<file path="src/rtl/hall_conditioner_pkg.sv">
// Hall sensor code definitions shared by the conditioner and the motor driver.
// Holds the forward code sequence, the invalid codes and code-to-index helpers.
package hall_conditioner_pkg;

  localparam int unsigned HALL_WIDTH = 3;

  // Forward rotation order, index 0..5, wrapping from index 5 back to 0
  localparam logic [HALL_WIDTH-1:0] HALL_S0 = 3'b101;
  localparam logic [HALL_WIDTH-1:0] HALL_S1 = 3'b100;
  localparam logic [HALL_WIDTH-1:0] HALL_S2 = 3'b110;
  localparam logic [HALL_WIDTH-1:0] HALL_S3 = 3'b010;
  localparam logic [HALL_WIDTH-1:0] HALL_S4 = 3'b011;
  localparam logic [HALL_WIDTH-1:0] HALL_S5 = 3'b001;
  localparam logic [HALL_WIDTH-1:0] HALL_BAD_LO = 3'b000;
  localparam logic [HALL_WIDTH-1:0] HALL_BAD_HI = 3'b111;

  typedef enum logic [2:0] {
    TR_NONE,
    TR_FWD,
    TR_REV,
    TR_SKIP,
    TR_LOST,
    TR_FOUND
  } trans_t;

  function automatic logic hall_is_valid(input logic [HALL_WIDTH-1:0] code);
    return (code != HALL_BAD_LO) && (code != HALL_BAD_HI);
  endfunction

  function automatic logic [2:0] hall_index(input logic [HALL_WIDTH-1:0] code);
    logic [2:0] idx;
    case (code)
      HALL_S0: idx = 3'd0;
      HALL_S1: idx = 3'd1;
      HALL_S2: idx = 3'd2;
      HALL_S3: idx = 3'd3;
      HALL_S4: idx = 3'd4;
      HALL_S5: idx = 3'd5;
      default: idx = 3'd7;
    endcase
    return idx;
  endfunction

  function automatic logic [2:0] index_next(input logic [2:0] idx);
    return (idx == 3'd5) ? 3'd0 : idx + 3'd1;
  endfunction

  function automatic trans_t hall_classify(input logic [HALL_WIDTH-1:0] old_code,
                                           input logic [HALL_WIDTH-1:0] new_code);
    trans_t t;
    if (!hall_is_valid(new_code))
      t = TR_LOST;
    else if (!hall_is_valid(old_code))
      t = TR_FOUND;
    else if (hall_index(new_code) == index_next(hall_index(old_code)))
      t = TR_FWD;
    else if (hall_index(old_code) == index_next(hall_index(new_code)))
      t = TR_REV;
    else
      t = TR_SKIP;
    return t;
  endfunction

endpackage

</file>
<file path="src/rtl/hall_conditioner_filter.sv">
// Synchroniser plus debounce for the raw hall inputs.
// Presents the filtered code and a combinational accept pulse for the coming edge.
module hall_filter
  import hall_conditioner_pkg::*;
#(
  parameter int unsigned SYNC_STAGES   = 2,
  parameter int unsigned FILTER_CYCLES = 16
) (
  input  logic                  clock,
  input  logic                  reset,
  input  logic [HALL_WIDTH-1:0] hall_raw,
  output logic [HALL_WIDTH-1:0] hall,
  output logic [HALL_WIDTH-1:0] next_code,
  output logic                  accept
);

  localparam int unsigned CW = (FILTER_CYCLES > 1) ? $clog2(FILTER_CYCLES) : 1;
  localparam logic [CW-1:0] CNT_MAX = CW'(FILTER_CYCLES - 1);

  logic [HALL_WIDTH-1:0] sync [SYNC_STAGES];
  logic [HALL_WIDTH-1:0] synced;
  logic [HALL_WIDTH-1:0] cand;
  logic [CW-1:0]         cnt;
  logic [CW-1:0]         next_cnt;

  // The accept test uses the updated count, so the cycle that reloads cand
  // counts as the first stable cycle and the latency is SYNC_STAGES+FILTER_CYCLES.
  always_comb begin
    synced    = sync[SYNC_STAGES-1];
    next_code = synced;
    if (synced != cand)
      next_cnt = '0;
    else if (cnt == CNT_MAX)
      next_cnt = cnt;
    else
      next_cnt = cnt + 1'b1;
    accept = (next_cnt == CNT_MAX) && (synced != hall);
  end

  always_ff @(posedge clock or posedge reset) begin
    if (reset) begin
      for (int unsigned i = 0; i < SYNC_STAGES; i++)
        sync[i] <= '0;
      cand <= '0;
      cnt  <= '0;
      hall <= '0;
    end else begin
      sync[0] <= hall_raw;
      for (int unsigned i = 1; i < SYNC_STAGES; i++)
        sync[i] <= sync[i-1];
      cand <= synced;
      cnt  <= next_cnt;
      if (accept)
        hall <= synced;
    end
  end

endmodule

</file>
<file path="src/rtl/hall_conditioner.sv">
// Hall sensor conditioner: filtered code, step/direction classification,
// commutation period measurement, stall detection and sticky sequence error.
module hall_conditioner
  import hall_conditioner_pkg::*;
#(
  parameter int unsigned SYNC_STAGES   = 2,
  parameter int unsigned FILTER_CYCLES = 16,
  parameter int unsigned PERIOD_WIDTH  = 16
) (
  input  logic                    clock,
  input  logic                    reset,
  input  logic [HALL_WIDTH-1:0]   hall_raw,
  input  logic                    clear_error,
  output logic [HALL_WIDTH-1:0]   hall,
  output logic                    hall_valid,
  output logic                    step_strobe,
  output logic                    direction,
  output logic [PERIOD_WIDTH-1:0] period,
  output logic                    period_valid,
  output logic                    stall,
  output logic                    seq_error
);

  localparam logic [PERIOD_WIDTH-1:0] CNT_SAT = '1;

  logic [HALL_WIDTH-1:0]   next_code;
  logic                    accept;
  logic [PERIOD_WIDTH-1:0] count;
  logic                    ref_ok;
  trans_t                  trans;

  hall_filter #(
    .SYNC_STAGES  (SYNC_STAGES),
    .FILTER_CYCLES(FILTER_CYCLES)
  ) u_filter (
    .clock    (clock),
    .reset    (reset),
    .hall_raw (hall_raw),
    .hall     (hall),
    .next_code(next_code),
    .accept   (accept)
  );

  always_comb begin
    trans = TR_NONE;
    if (accept)
      trans = hall_classify(hall, next_code);
  end

  // ref_ok: a strobe has occurred with no error, stall or invalid code since.
  always_ff @(posedge clock or posedge reset) begin
    if (reset) begin
      hall_valid   <= 1'b0;
      step_strobe  <= 1'b0;
      direction    <= 1'b0;
      period       <= '0;
      period_valid <= 1'b0;
      stall        <= 1'b0;
      seq_error    <= 1'b0;
      count        <= '0;
      ref_ok       <= 1'b0;
    end else begin
      step_strobe <= 1'b0;
      if (clear_error)
        seq_error <= 1'b0;
      case (trans)
        TR_FWD, TR_REV: begin
          step_strobe  <= 1'b1;
          direction    <= (trans == TR_FWD);
          period       <= count;
          period_valid <= ref_ok;
          ref_ok       <= 1'b1;
          stall        <= 1'b0;
          count        <= PERIOD_WIDTH'(1);
        end
        TR_SKIP: begin
          seq_error    <= 1'b1;
          period_valid <= 1'b0;
          ref_ok       <= 1'b0;
          count        <= PERIOD_WIDTH'(1);
        end
        TR_FOUND: begin
          hall_valid   <= 1'b1;
          period_valid <= 1'b0;
          ref_ok       <= 1'b0;
          count        <= PERIOD_WIDTH'(1);
        end
        TR_LOST: begin
          hall_valid   <= 1'b0;
          period_valid <= 1'b0;
          ref_ok       <= 1'b0;
          count        <= '0;
        end
        default: begin
          if (hall_valid && (count != CNT_SAT)) begin
            count <= count + 1'b1;
            if (count == CNT_SAT - 1'b1) begin
              stall        <= 1'b1;
              period_valid <= 1'b0;
              ref_ok       <= 1'b0;
            end
          end
        end
      endcase
    end
  end

endmodule

</file>
<file path="config.mk">
export PLATFORM = sky130hd
export DESIGN_NAME = hall_conditioner
export DESIGN_NICKNAME = d
export VERILOG_FILES = /design/src/rtl/hall_conditioner_pkg.sv /design/src/rtl/hall_conditioner_filter.sv /design/src/rtl/hall_conditioner.sv
export SDC_FILE = /design/constraint.sdc
export NUM_CORES = 1
export LEC_CHECK = 0
export BUFFER_PORTS_ARGS = -buffer_cell sky130_fd_sc_hd__buf_2
export CAP_MARGIN = 20
export CELL_PAD_IN_SITES_DETAIL_PLACEMENT = 1
export CELL_PAD_IN_SITES_GLOBAL_PLACEMENT = 2
export CORE_ASPECT_RATIO = 1.4
export CORE_MARGIN = 3
export CORE_UTILIZATION = 38
export CTS_CLUSTER_SIZE = 40
export DETAILED_ROUTE_END_ITERATION = 10
export MAX_ROUTING_LAYER = met4
export PLACE_DENSITY_LB_ADDON = 0.1
export SETUP_SLACK_MARGIN = 0.05
export SLEW_MARGIN = 5
export SYNTH_ARGS = -nofsm -noshare
export SYNTH_HDL_FRONTEND = slang
export SYNTH_HIERARCHICAL = 1
export SYNTH_SLANG_ARGS = --single-unit
</file>
<file path="constraint.sdc">
create_clock -name clock -period 3.2 [get_ports clock]
set_input_delay 0.16 -clock clock [delete_from_list [all_inputs] [get_ports clock]]
set_output_delay 0.16 -clock clock [all_outputs]
set_load 0.005 [all_outputs]
</file>
Yosys cells after proc, flatten, opt, wreduce, memory -nomap -nowiden
Index checks and enable logic that the tools add are counted.
{ "totals": {"out_inout_bits": 25, "elab_cells": 104, "ff_bits": 55} }
{ "classes": {"add_sub_neg": 4, "n_eq_ne": 29, "reduce_logical": 18, "mux": 38, "bitwise": 1} }
{ "op_table": {"columns": ["operator", "count"], "rows": [
  ["two-way mux 3 bit", 19],
  ["one-hot mux 3 bit (6 select lines)", 2],
  ["one-hot mux 16 bit (2 select lines)", 1],
  ["== test 3 bit (second input constant)", 10],
  ["== test 3 x 2 -> 1 bit (second input constant)", 6],
  ["adder 16 x 1 -> 16 bit (second input constant)", 1],
  ["== test 16 bit (second input constant)", 1],
  ["two-way mux 16 bit", 1],
  ["inequality test 16 bit (second input constant)", 1],
  ["nonzero test 3 bit", 5],
  ["== test 3 x 1 -> 1 bit (second input constant)", 3],
  ["== test 4 bit (second input constant)", 2],
  ["two-way mux 1 bit", 8],
  ["two-way mux 4 bit", 2],
  ["one-hot mux 1 bit (2 select lines)", 4],
  ["nonzero test 2 bit", 4],
  ["adder 3 x 1 -> 3 bit (second input constant)", 2],
  ["== test 3 bit", 2],
  ["inequality test 3 bit", 2],
  ["inequality test 3 bit (second input constant)", 2],
  ["adder 4 x 1 -> 4 bit (second input constant)", 1],
  ["logical AND 1 bit", 4],
  ["OR reduction 4 bit", 1],
  ["AND reduction 3 bit", 1],
  ["other kinds (5)", 5]
]} }

Depth between registers and ports, before layout
{ "depth": {"ltp_word": 25, "depth_mapped": 11, "mapped_depth_nobuf": 10} }

Hierarchy
The synthesis kept the hierarchy.
{ "by_module_without_submodules": {"columns": ["module", "cells_per_inst", "area_per_inst_um2", "instances"], "rows": [
  ["hall_conditioner", 200, 2078.2, 1],
  ["hall_filter", 50, 663.1, 1]
]} }

Worst setup path before layout
OpenSTA, ideal clock, no wires.
{ "synth_path": {"path_type": "reg2reg", "from": "register u_filter.cnt[0]", "to": "register period[10]", "setup_time_ns": 0.128, "required_time_ns": 3.072, "path_stages_with_launch": 11, "setup_slack_ns": 0.692, "n_path_buf": 1, "arrival_time_ns": 2.380, "cell_sequence": "dfrtp_1 -> ha_1 -> nand3_1 -> o21ai_0 -> nand4_2 -> inv_1 -> inv_1 -> a2111o_1 -> a211oi_2 -> buf_4 -> mux2_1"} }
{ "synth_via": {"elab_chain_len": 8, "elab_cells_between_ends": 10, "classes_between": "add/sub (1); eq/ne (4); mux (3); reduce/logical (2)"} }
{ "synth_rtl": {"columns": ["element", "line", "source"], "rows": [
  ["from (decl)", "hall_conditioner_filter.sv:23", "logic [CW-1:0] cnt;"],
  ["from (signal assigned)", "hall_conditioner_filter.sv:52", "cnt <= next_cnt;"],
  ["adder 4 x 1 -> 4 bit / == test 4 bit (equally long branches)", "hall_conditioner_filter.sv:36, hall_conditioner_filter.sv:33", null],
  ["two-way mux 4 bit (*)", "hall_conditioner_filter.sv:33", "else if (cnt == CNT_MAX)"],
  ["two-way mux 4 bit (*)", "hall_conditioner_filter.sv:31", "if (synced != cand)"],
  ["== test 4 bit (*)", "hall_conditioner_filter.sv:37", "accept = (next_cnt == CNT_MAX) && (synced != hall);"],
  ["logical AND 1 bit (*)", "hall_conditioner_filter.sv:37", null],
  ["net accept", "hall_conditioner.sv:27", "logic accept;"],
  ["two-way mux 3 bit (*)", "hall_conditioner.sv:46", "if (accept)"],
  ["== test 3 x 1 -> 1 bit / == test 3 x 2 -> 1 bit (equally long branches)", "hall_conditioner.sv:66", "case (trans)"],
  ["OR reduction 2 bit (*)", "hall_conditioner.sv:66", null],
  ["to (signal assigned)", "hall_conditioner.sv:70", "period <= count;"],
  ["to (decl)", "hall_conditioner.sv:18", "output logic [PERIOD_WIDTH-1:0] period,"]
]} }
The timed path passes the listed nets; every way through them passes the cells marked *.
A chain may end at the register's enable or synchronous reset.

Worst setup path after layout
{ "layout_path": {"from": "register u_filter.cnt[0]", "to": "register period[1]"} }
The elaborated chain is that of the path after synthesis.

==> impl_metrics.csv <==
group,metric,value,unit
grt,grt_max_degree,40,
setup_path,critPathRequiredTime,3.40,ns
setup_path,cp_num_cells,10,
logic_synthesis,yosysWarnings,6,
clock_tree,postCtsSetupRepairBufs,0,
setup_path,reg2reg_depth,10,
logic_synthesis,yosys_most_used_dff,"dfrtp_1",
detailed_routing,num_vias,2006,
grt,grt_pass1_vias,2128,
die,die_h,107,microns
detailed_routing,drc,0,
detailed_routing,via_per_inst,5.24,
timing,report.final.hold_viol_count,0,
setup_path,endpoint,"period[1]$_DFFE_PP0N_",
layout,regArea,1380,sq um
placed_design,port_buffers,30,
timing,rsz0062_at_grt,"false",
setup_path,cp-start-kind,"flip-flop",
logic_synthesis,synthArstFlopShare,100,%
detailed_routing,dr.pass1.iters,4,
placed_design,gp_congestion,0.770,
setup_path,arrival,3.01,ns
layout,post-route-util,44.9,%
detailed_routing,drt_iter0_drc,60,
detailed_routing,ant_nets,0,
logic_synthesis,synth_cell_type_count,54,
setup_path,regToRegEndpoint,"period[1]$_DFFE_PP0N_",
die,ioPinCount,31,
die,core_area,6980,sq um
timing,fin_crit_sh,87.7,%
die,die_x,77.8,microns
timing,drv_slew,0,
run,cap_violations,0,
logic_synthesis,synth_area_per_cell,11.0,sq um
grt,grt_antenna_before_repair,0,
layout,drive_gt1_share,20.1,%
setup_path,worstSetupStartpoint,"u_filter/cnt[0]$_DFF_PP0_",
setup_path,crit_slowest_cell,"dfrtp_1",
logic_synthesis,synth_area,2740,sq um
pwr,cellPowerDensity,372,nW/um^2
setup_path,cpLargestDelayFamily,"compound AO/OA/AOI/OAI gates",
setup_path,max_stage_delay,0.43,ns
logic_synthesis,synth_area_leaders,"dfrtp_1 (50%), mux2_1 (7.8%), xnor2_1 (5.8%)",
setup_path,worstSetupEndpointType,"flip-flop",
clock_tree,insertion_delay,0.31,ns
timing,max_freq,356,MHz
grt,grt_overflow,0,
logic_synthesis,yosys.area.top_type,"dfrtp_1",
layout,finalNetCount,296,
detailed_routing,wl,6.06,mm
timing,finalSetupViolCount,0,
clock_tree,numCtsBuffers,5,
layout,multi_input_area,1230,sq um
setup_path,r2r-start,"u_filter/cnt[0]$_DFF_PP0_",
die,rows,36,
logic_synthesis,synth_edf_count,0,
placed_design,dp_cells,371,
logic_synthesis,synth_nets,259,
clock_tree,cts_tree,"done",
setup_path,crit_path_frequent_cell,"inv_1",
clock_tree,htree_levels,2,
timing,worst_pin_slew,0.597,ns
timing,relSlewSlack,60.2,%
setup_path,path_max_fanout,20,
layout,num_antenna_cells,0,
clock_tree,clk_pin_slew,0.10,ns
clock_tree,cts_resized,0,
layout,fillerInstances,775,
logic_synthesis,ys_ff_latch,55,
logic_synthesis,netlist.area_leader.share,50.2,%
detailed_routing,wl_per_cell,15.8,microns
setup_path,crit_buf_inv,3,
pwr,ir_drop,0.171,mV
setup_path,r2r_slack,0.39,ns
min_path,min_path_type,"input pin to flip-flop",
die,start_util,39.3,%
timing,fin_setup_tns,0,ns
timing,period_minus_slack,2.81,ns
placed_design,dpl.hpwl,4.26,mm
layout,fin_cells,383,
die,dieArea,8280,sq um
logic_synthesis,synthCells,250,
layout,areaGrowthSynthToFinish,14.2,%
pwr,p_leak,1.45,nW
setup_path,path_cells,"ha_1, nand3_1, o21ai_0, nand4_2, inv_1, inv_1, a2111o_1, a211oi_2, buf_4, mux2_1",
clock_tree,cts_buffer_depth,2,
setup_path,criticalPathCategory,"flip-flop to flip-flop",
grt,track_usage,16.1,%
grt,grt_pass1_wl,10.4,mm
pwr,finalPower,0.00116,W
status,status,"finished clean",
logic_synthesis,yosysSeqAreaShare,50.2,%
clock_tree,clock_sinks,55,
timing,finClkSkew,0.00933,ns
clock_tree,cts_root_buf,"clkbuf_8",
how the worst min path moves through the flow:
stage	start	endpoint	cells past startpoint
final	clear_error	seq_error$_DFFE_PP0P_	2
after global routing	clear_error	seq_error$_DFFE_PP0P_	2
after CTS	clear_error	seq_error$_DFFE_PP0P_	2
after detailed placement	hall_raw[1]	u_filter/sync[4]$_DFF_PP0_	1
after global placement	reset	u_filter/cnt[3]$_DFF_PP0_	2
after floorplan	reset	u_filter/cand[0]$_DFF_PP0_	1
timing repair:
item / 4_1_cts / 5_1_grt
endpoints found under the hold margin: 58 / 0
hold buffers: 4 / 0
endpoints found under the setup margin: 0 / 0
layout by cell type, fill, tap and decap left out, types with 2 or more instances in the layout:
| cell type | synthesis | final |
|---|---|---|
| nand3_1 | 7 | 7 |
| dlygate4sd3_1 | 0 | 4 |
| nand3b_1 | 2 | 2 |
| dfrtp_1 | 55 | 55 |
| nor4b_1 | 3 | 3 |
| a31oi_1 | 4 | 4 |
| nand4_1 | 6 | 6 |
| buf_4 | 7 | 10 |
| o31ai_1 | 4 | 4 |
| nor3_1 | 6 | 6 |
| nand2_1 | 8 | 8 |
| and4_1 | 2 | 2 |
| nand2b_1 | 8 | 8 |
| o22ai_1 | 4 | 4 |
| inv_1 | 13 | 13 |
| nor2_1 | 21 | 21 |
| xnor2_1 | 18 | 18 |
| mux2_1 | 19 | 19 |
| a21oi_1 | 12 | 12 |
| clkbuf_8 | 0 | 5 |
| a211oi_1 | 6 | 6 |
| buf_2 | 3 | 30 |
| o21ai_0 | 4 | 4 |
| ha_1 | 3 | 3 |
synth_stat cells, drive strengths merged (2+ instances only):
library cell  count
nand3b            2
buf              10
o21ai             4
dfrtp            55
inv              13
nor4b             3
nor4              2
a211oi            7
nand2             8
and3              2
nor3              7
mux2             20
nand4             7
ha                3
nand3             8
o31ai             4
a21oi            12
o22ai             4
and4              2
nor2             21
xnor2            18
clkbuf            4
a31oi             4
nand2b            8
per-stage QoR:
stage | cell area, sq um | hold slack, ns | setup WS (ns)
finish | 3130 | 0.0424 | 0.393
global route | 3130 | 0.0531 | 0.0997
CTS | 3130 | 0.0403 | 0.331
detailed placement | 3000 | 0.271 | 0.349
global placement | 3000 | 0.267 | 0.455
floorplan | 2740 | 0.0737 | 0.692
where the power goes:
| part | total, W | switching [W] | internal [W] | leakage, nW |
|---|---|---|---|---|
| logic | 0.0000665 | 0.0000410 | 0.0000254 | 0.665 |
| registers | 0.000706 | 0.00000434 | 0.000701 | 0.747 |
| clock network | 0.000391 | 0.000234 | 0.000158 | 0.0418 |
final cells by class:
type | instances | share of cell area (%)
clock buffer | 6 | 2.32
multi-input combinational | 168 | 39.4
sequential | 55 | 43.9
inverter | 13 | 1.56
tap | 95 | 3.80
timing repair buffer | 44 | 8.47
clock inverter | 2 | 0.519
routing by layer:
layer  track usage (%)  share of wire (%)  up-vias
met2              28.9                 54       24
li1                  -                  -      963
met4              4.96                1.4        0
met5                 -                  0        -
met1              18.4                 42     1013
met3              2.29                2.4        6
cell families after synthesis:
logic type,synth area share [%]
simple gates,17.3
flops,50.2
compound gates,11.7
buf+inv,4.79
mux,8.58
xor+xnor,6.07
fa+ha+maj,1.37
state kept, by name (all words and copies together), names as in the netlist:
name,cells
hall_valid,1
u_filter/next_code,3
step_strobe,1
ref_ok,1
u_filter/hall,3
seq_error,1
period,16
u_filter/sync,3
period_valid,1
u_filter/cnt,4
count,16
u_filter/cand,3
stall,1
direction,1
Note: power is estimated with default switching activity, not from simulation.
